`config.mk`:
```
export PLATFORM = sky130hd
export DESIGN_NAME = fetch_unit_flat
export DESIGN_NICKNAME = d
export VERILOG_FILES = /design/src/rtl/fetch_unit_if.sv /design/src/rtl/fetch_unit.sv /design/src/flat_wrapper.sv
export SDC_FILE = /design/constraint.sdc
export NUM_CORES = 1
export LEC_CHECK = 0
export BUFFER_PORTS_ARGS = -buffer_cell sky130_fd_sc_hd__buf_2
export CAP_MARGIN = 20
export CORE_ASPECT_RATIO = 2
export CORE_MARGIN = 1
export CORE_UTILIZATION = 50
export CTS_BUF_LIST = sky130_fd_sc_hd__clkbuf_16
export CTS_CLUSTER_DIAMETER = 80
export DETAILED_ROUTE_END_ITERATION = 6
export GPL_ROUTABILITY_DRIVEN = 0
export HOLD_SLACK_MARGIN = 0.12
export PLACE_DENSITY = 0.79
export SYNTH_ARGS = -nofsm -noshare
export SYNTH_HDL_FRONTEND = slang
export SYNTH_SLANG_ARGS = --single-unit
export TNS_END_PERCENT = 100
```
`constraint.sdc`:
```
create_clock -name clk -period 1.9 [get_ports clk]
set_input_delay 0.19 -clock clk [delete_from_list [all_inputs] [get_ports clk]]
set_output_delay 0.19 -clock clk [all_outputs]
set_load 0.02 [all_outputs]
```
`src/rtl/fetch_unit_if.sv`:
```
// Fetch-side bundle between the decoder, the fetch unit and the memory bus.
// slave: fetch unit view; master: decoder/memory view.
interface fetch_unit_if;
    logic        rd;
    logic [1:0]  t_cycle;
    logic        m1t1;
    logic        pc_load;
    logic [15:0] pc_load_val;
    logic [15:0] mem_addr;
    logic        mem_rd_req;
    logic        mem_ack;
    logic [7:0]  mem_data;
    logic [7:0]  data_bus_out;
    logic        data_valid;
    logic        stall;
    logic [15:0] pc;
    logic        bus_err;
    logic        fetch_overrun;

    modport slave (
        input  rd, t_cycle, m1t1, pc_load, pc_load_val, mem_ack, mem_data,
        output mem_addr, mem_rd_req, data_bus_out, data_valid, stall, pc,
        bus_err, fetch_overrun
    );

    modport master (
        output rd, t_cycle, m1t1, pc_load, pc_load_val, mem_ack, mem_data,
        input  mem_addr, mem_rd_req, data_bus_out, data_valid, stall, pc,
        bus_err, fetch_overrun
    );
endinterface

```
`src/rtl/fetch_unit.sv`:
```
// Opcode fetch responder: owns the PC, issues memory reads on decoder rd edges,
// handles wait states, T4 stall and MAX_WAIT abort.
module fetch_unit #(
    parameter logic [15:0] RESET_PC   = 16'h0000,
    parameter int          MAX_WAIT   = 16,
    parameter logic [7:0]  NOP_OPCODE = 8'h00
) (
    input logic         clk,
    input logic         rst,
    fetch_unit_if.slave bus
);
    localparam int WW = $clog2(MAX_WAIT + 1);
    localparam logic [WW-1:0] WAIT_LAST = WW'(MAX_WAIT - 1);

    typedef enum logic [1:0] {S_IDLE, S_REQ, S_DONE} state_t;

    state_t        r_state;
    logic [WW-1:0] r_wait;
    logic          r_rd_q;
    logic [15:0]   r_pc;
    logic [15:0]   r_mem_addr;
    logic          r_mem_rd_req;
    logic [7:0]    r_data;
    logic          r_data_valid;
    logic          r_stall;
    logic          r_bus_err;
    logic          r_overrun;
    logic          w_req_ev;
    logic          w_ack;

    assign w_req_ev = bus.rd && !r_rd_q;
    assign w_ack    = r_mem_rd_req && bus.mem_ack;

    always_ff @(posedge clk) begin
        if (!rst) begin
            r_state      <= S_IDLE;
            r_wait       <= '0;
            r_rd_q       <= 1'b0;
            r_pc         <= RESET_PC;
            r_mem_addr   <= '0;
            r_mem_rd_req <= 1'b0;
            r_data       <= NOP_OPCODE;
            r_data_valid <= 1'b0;
            r_stall      <= 1'b0;
            r_bus_err    <= 1'b0;
            r_overrun    <= 1'b0;
        end else begin
            r_rd_q <= bus.rd;
            case (r_state)
                S_IDLE: begin
                    if (w_req_ev) begin
                        r_mem_addr   <= r_pc;
                        r_mem_rd_req <= 1'b1;
                        r_wait       <= '0;
                        r_state      <= S_REQ;
                    end
                end
                S_REQ: begin
                    if (w_req_ev) r_overrun <= 1'b1;
                    if (w_ack) begin
                        r_data       <= bus.mem_data;
                        r_data_valid <= 1'b1;
                        r_mem_rd_req <= 1'b0;
                        r_stall      <= 1'b0;
                        r_pc         <= r_pc + 16'd1;
                        r_state      <= S_DONE;
                    end else if (r_wait == WAIT_LAST) begin
                        // Abort keeps the PC so the next rd re-fetches the same address
                        r_mem_rd_req <= 1'b0;
                        r_data       <= NOP_OPCODE;
                        r_data_valid <= 1'b1;
                        r_bus_err    <= 1'b1;
                        r_stall      <= 1'b0;
                        r_state      <= S_DONE;
                    end else begin
                        r_wait <= r_wait + WW'(1);
                        if (bus.t_cycle == 2'b11) r_stall <= 1'b1;
                    end
                end
                S_DONE: begin
                    if (w_req_ev) r_overrun <= 1'b1;
                    if (bus.m1t1) begin
                        r_data_valid <= 1'b0;
                        r_state      <= S_IDLE;
                    end
                end
                default: r_state <= S_IDLE;
            endcase
            // Jump target wins over the post-fetch increment
            if (bus.pc_load) r_pc <= bus.pc_load_val;
        end
    end

    assign bus.mem_addr      = r_mem_addr;
    assign bus.mem_rd_req    = r_mem_rd_req;
    assign bus.data_bus_out  = r_data;
    assign bus.data_valid    = r_data_valid;
    assign bus.stall         = r_stall;
    assign bus.pc            = r_pc;
    assign bus.bus_err       = r_bus_err;
    assign bus.fetch_overrun = r_overrun;
endmodule

```
`src/flat_wrapper.sv`:
```
// flat-port wrapper written by rule: the top's interface ports become plain ports
module fetch_unit_flat 
#(
    parameter logic [15:0] RESET_PC   = 16'h0000,
    parameter int          MAX_WAIT   = 16,
    parameter logic [7:0]  NOP_OPCODE = 8'h00
)
  (clk, rst, bus_rd, bus_t_cycle, bus_m1t1, bus_pc_load, bus_pc_load_val, bus_mem_ack, bus_mem_data, bus_mem_addr, bus_mem_rd_req, bus_data_bus_out, bus_data_valid, bus_stall, bus_pc, bus_bus_err, bus_fetch_overrun);
  fetch_unit_if bus_i ();
  input logic clk;
  input logic rst;
  input wire logic [$bits(bus_i.rd)-1:0] bus_rd;
  input wire logic [$bits(bus_i.t_cycle)-1:0] bus_t_cycle;
  input wire logic [$bits(bus_i.m1t1)-1:0] bus_m1t1;
  input wire logic [$bits(bus_i.pc_load)-1:0] bus_pc_load;
  input wire logic [$bits(bus_i.pc_load_val)-1:0] bus_pc_load_val;
  input wire logic [$bits(bus_i.mem_ack)-1:0] bus_mem_ack;
  input wire logic [$bits(bus_i.mem_data)-1:0] bus_mem_data;
  output wire logic [$bits(bus_i.mem_addr)-1:0] bus_mem_addr;
  output wire logic [$bits(bus_i.mem_rd_req)-1:0] bus_mem_rd_req;
  output wire logic [$bits(bus_i.data_bus_out)-1:0] bus_data_bus_out;
  output wire logic [$bits(bus_i.data_valid)-1:0] bus_data_valid;
  output wire logic [$bits(bus_i.stall)-1:0] bus_stall;
  output wire logic [$bits(bus_i.pc)-1:0] bus_pc;
  output wire logic [$bits(bus_i.bus_err)-1:0] bus_bus_err;
  output wire logic [$bits(bus_i.fetch_overrun)-1:0] bus_fetch_overrun;
  assign bus_i.rd = bus_rd;
  assign bus_i.t_cycle = bus_t_cycle;
  assign bus_i.m1t1 = bus_m1t1;
  assign bus_i.pc_load = bus_pc_load;
  assign bus_i.pc_load_val = bus_pc_load_val;
  assign bus_i.mem_ack = bus_mem_ack;
  assign bus_i.mem_data = bus_mem_data;
  assign bus_mem_addr = bus_i.mem_addr;
  assign bus_mem_rd_req = bus_i.mem_rd_req;
  assign bus_data_bus_out = bus_i.data_bus_out;
  assign bus_data_valid = bus_i.data_valid;
  assign bus_stall = bus_i.stall;
  assign bus_pc = bus_i.pc;
  assign bus_bus_err = bus_i.bus_err;
  assign bus_fetch_overrun = bus_i.fetch_overrun;
  fetch_unit #(.RESET_PC(RESET_PC), .MAX_WAIT(MAX_WAIT), .NOP_OPCODE(NOP_OPCODE)) u_core (.clk(clk), .rst(rst), .bus(bus_i));
endmodule
```
[After elaboration in Yosys (flattened, before gate mapping)]
Cells that the tools add are included.
Word-level totals
  register bits: 53
  latch bits: 0
  memory bits (writable): 0
  memory bits (read-only): 0
  input bits: 32
  output and inout port bits: 45
  word-level logic and storage cells: 69
  memories: 0
Cells by class
  add/sub/neg operators: 2
  $mul: 0
  div/mod/pow operators: 0
  magnitude comparators: 0
  eq/ne operators: 9
  shifts and indexed selects: 0
  mux-type cells: 25
  bitwise gates (word level): 1
  reductions and logical operators: 21
Operator list (count)
  $mux W16: 3
  $add A16 B1 Y16 const B: 1
  $mux W8: 2
  $mux W5: 3
  $reduce_and A3 Y1: 4
  $pmux W5 S2: 1
  $reduce_and A2 Y1: 5
  $reduce_bool A2 Y1: 5
  $mux W1: 9
  $mux W2: 4
  $ne A2 B2 Y1 const B: 3
  $pmux W2 S3: 1
  $add A5 B1 Y5 const B: 1
  $eq A5 B4 Y1 const B: 1
  $eq A2 B2 Y1 const B: 2
  $pmux W1 S2: 2
  $reduce_and A4 Y1: 1
  $ne A3 B1 Y1 const B: 1
  $reduce_bool A3 Y1: 1
  $eq A2 B1 Y1 const B: 1
  $logic_and A1 B1 Y1: 2
  $logic_not A2 Y1: 1
  $ne A2 B1 Y1 const B: 1
  $reduce_or A2 Y1: 1
  other kinds (2): 2

[Longest topological paths before layout]
  depth in word-level cells: 4
  mapped depth: 8
  gate-level depth less buffers: 7

[Least setup slack after synthesis]
No wires, ideal clock.
  kind: register to register
  start: reg u_core.r_wait[0]
  end: reg u_core.r_wait[3]
  setup time: 70 ps
  arrival: 1684 ps
  data required time: 1830 ps
  path slack: 146 ps
  cell stages (with the launch flop): 8
  path buffers: 0
  period minus slack after synthesis: 1754 ps
  cell sequence: dfxtp_1 > ha_1 > and3_1 > ha_1 > a21oi_2 > o22ai_1 > or3_1 > a21oi_1
On the way
  word-level cells in the longest chain between the ends: 4
  elaborated cells between the ends (all ways): 7
  classes of those cells: add/sub (1); eq/ne (2); mux (3); reduce/logical (1)
Ends and longest elaborated chain
  start: declaration: line fetch_unit.sv:18  | logic [WW-1:0] r_wait;
  start signal: assignment: line fetch_unit.sv:76  | r_wait <= r_wait + WW'(1);
  $add A5 B1 Y5: line fetch_unit.sv:76
  $mux W5: line fetch_unit.sv:67  | end else if (r_wait == WAIT_LAST) begin
  $mux W5: line fetch_unit.sv:60  | if (w_ack) begin
  $pmux W5 S2: line fetch_unit.sv:49  | case (r_state)
Several ways; a longest one is shown, not always the timed one. The select of a mux whose other input is x is not followed.
A chain may end at the register's enable or synchronous reset.

[Worst setup path in the final report]
Ends and elaborated chain as after synthesis.

==> flow_metrics.py <==
metrics = {
    "cts": {
        "max-clock-path-buffers": 2,
        "htree_levels": 2,
        "clock_latency_ns": 0.29,
        "cts_sinks": 53,
        "ctsResizeCount": 0,
        "cts-buffers-inserted": 5,
        "holdBufCountCts": 0,
        "root_buffer": "clkbuf_16",
        "post_cts_buffers": 0,
        "clk_pin_slew_ns": 0.07,
        "cts_tree": "built",
    },
    "synth": {
        "synthTopCellsByArea": "dfxtp_1 (45%), nand2_1 (7.1%), a21oi_1 (5.9%), ha_1 (3.7%), o21ai_0 (3.4%)",
        "synthesis.area_um2": 2379,
        "ys_seq_elements": 53,
        "synthArstFlopShare_pct": 0,
        "syn_inst": 278,
        "syn_avg_cell_area_um2": 8.556,
        "synth_nets": 317,
        "yosys_warnings": 0,
        "yosysSeqAreaShare_pct": 44.61,
        "yosysTopAreaCell": "dfxtp_1",
        "synth_cell_types": 46,
        "synth_top_area_share_pct": 44.61,
        "synth_edf_count": 0,
        "synth_ff_type": "dfxtp_1",
    },
    "drt": {
        "dr.first_iter.drc_count": 71,
        "vias_per_cell": 5.684,
        "dr.pass1.iters": 5,
        "drcViolationCount": 0,
        "routed-via-count": 2376,
        "avgRoutedWirePerCell_um": 15.57,
        "drt_wl_total_um": 6507,
        "ant_nets": 0,
    },
    "critical_path": {
        "critPathMaxFanout": 5,
        "worstSetupStartpointType": "flop",
        "crit_type": "reg2reg",
        "arrival_ns": 2.02,
        "rrSetupSlack_ns": 0.11,
        "critical_path_required_ns": 2.12,
        "critPathCaptureType": "flop",
    },
    "die": {
        "die_h_um": 99.54,
        "core-area_um2": 4598,
        "num_rows": 35,
        "die_area_um2": 5054,
        "die_w_um": 50.77,
        "num_io_pins": 77,
        "initial_core_util_pct": 51.73,
    },
    "sta": {
        "tightest_slew_ns": 0.4715,
        "max_slew_margin_pct": 68.52,
        "fmax_mhz": 557.5,
        "setup_tns_ns": 0,
        "setup_viol": 0,
        "min_period_ns": 1.794,
        "skew_ns": 0.002283,
        "whs_ns": 0.1389,
        "slew_violations": 0,
        "post-route-period-util_pct": 94.41,
        "hold_viol_final": 0,
    },
    "place": {
        "dp_cells": 410,
        "place_area_um2": 2889,
        "port_buffers": 76,
        "dp_hpwl_um": 4623,
    },
    "grt": {
        "grt_max_degree": 27,
        "grt_overflow": 0,
        "grt_pass1_vias": 2277,
        "antenna_found_initial": 0,
        "grt_pass1_wl_um": 10380,
        "grt_use_total_pct": 27.28,
    },
    "cells_and_area": {
        "drive_gt1_share_pct": 32.23,
        "fill_cells": 423,
        "final_cell_mix": "buf_2 (76), dfxtp_1 (53), nand2_1 (45)",
        "syn_to_final_growth_pct": 28.72,
        "final_common_cell": "buf_2",
        "final_cells": 418,
        "final_util_pct": 66.59,
        "stdcell_area_um2": 3062,
        "antennaDiodeCount": 0,
        "fin_nets": 401,
    },
    "pwr": {
        "cellLeakagePower_nw": 1.301,
        "p_clk_share_pct": 29.3,
        "p_int_mw": 2.010,
        "power.switching_mw": 1.009,
        "p_per_area_nw_per_um2": 986.1,
        "switching_share_pct": 33.41,
        "seqPwrFrac_pct": 43.5,
        "p_comb_share_pct": 27.2,
        "peakVddDrop_v": 0.0008650,
    },
    "run": {
        "max_cap_viol_count": 0,
    },
    "hold_path": {
        "hold_class": "in2reg",
    },
    "outcome": {
        "status": "finished clean",
    },
}
[cell type report]
class                           count  area, um^2  share of cell area (%)
Inverter                            9       33.78                   1.103
Sequential cell                    53        1061                   34.65
Multi-Input combinational cell    200        1247                   40.74
Tap cell                           55       68.82                   2.248
Timing Repair Buffer               93       508.0                   16.59
Clock inverter                      3       17.52                  0.5721
Clock buffer                        5       125.1                   4.087
[logic make-up (layout without fill, tap and decap cells)]
group | after synthesis | in the layout | synth area share [%]
simple gates | 106 | 106 | 23.62
compound gates | 73 | 73 | 18.52
flops | 53 | 53 | 44.61
buf+inv | 25 | 110 | 4.208
xor+xnor | 10 | 10 | 3.683
fa+ha+maj | 7 | 7 | 3.682
mux | 4 | 4 | 1.683
[cells in the mapped netlist, types with 2 or more instances]
library cell,count
nand4_1,7
nand2_1,45
a22oi_1,9
and3_1,4
inv_1,8
nor2_1,15
nor4_1,4
ha_1,7
or3_1,3
a211oi_1,3
xor2_1,3
xnor2_1,7
nor4_2,3
mux2i_1,4
a31oi_1,4
nor2b_1,4
nand4_4,2
nor3_1,6
nand3_1,5
o21ai_0,16
buf_2,5
a21oi_1,28
buf_1,3
o31ai_1,2
clkbuf_1,8
dfxtp_1,53
[state kept, by name, summed over array words and instances (netlist names)]
name and flops:
u_core.bus.bus_err 1, u_core.r_state 2, u_core.bus.mem_rd_req 1, u_core.bus.data_bus_out 8, u_core.r_rd_q 1, u_core.bus.data_valid 1
u_core.bus.fetch_overrun 1, u_core.bus.mem_addr 16, u_core.r_wait 5, u_core.bus.pc 16, u_core.bus.stall 1
[worst paths after layout]
check	cells after the start	startpoint	end
worst max-delay path	7	u_core.r_wait[0]	u_core.r_wait[3]
worst min-delay path	3	bus_pc_load_val[0]	u_core.bus.pc[0]
worst max register to register	7	u_core.r_wait[0]	u_core.r_wait[3]
worst min register to register	2	u_core.bus.mem_addr[4]	u_core.bus.mem_addr[4]
[power groups by stage]
stage	registers, mW	clock network, mW	logic, mW
CTS	1.31	0.889	0.808
detailed placement	1.34	0	0.803
global route	1.33	0.941	0.889
floorplan	1.41	0	0.417
finish	1.31	0.884	0.821
global placement	1.33	0	0.791
[worst max-delay path: stages, from the launching register on]
cell and delay (ns):
dfxtp_1 0.33, ha_1 0.21, and3_1 0.18, ha_1 0.23
a21oi_2 0.16, o22ai_2 0.12, or3_1 0.36, a21oi_1 0.14
[per-stage QoR]
stage	setup WS (ns)	total power, mW
after global routing	-0.007518	3.158
final	0.1062	3.019
after CTS	0.08260	3.009
after global placement	0.1609	2.125
after floorplan	0.1458	1.827
after detailed placement	0.1204	2.140
[per-layer routing]
layer	part of all wire (%)	global-route usage [%]	up-vias
met1	38	28.38	1132
met3	4.2	3.670	15
met5	0	0	-
met4	3.1	12.61	0
li1	-	-	1156
met2	55	51.49	73
No activity file was read; power rests on OpenSTA's default activity.
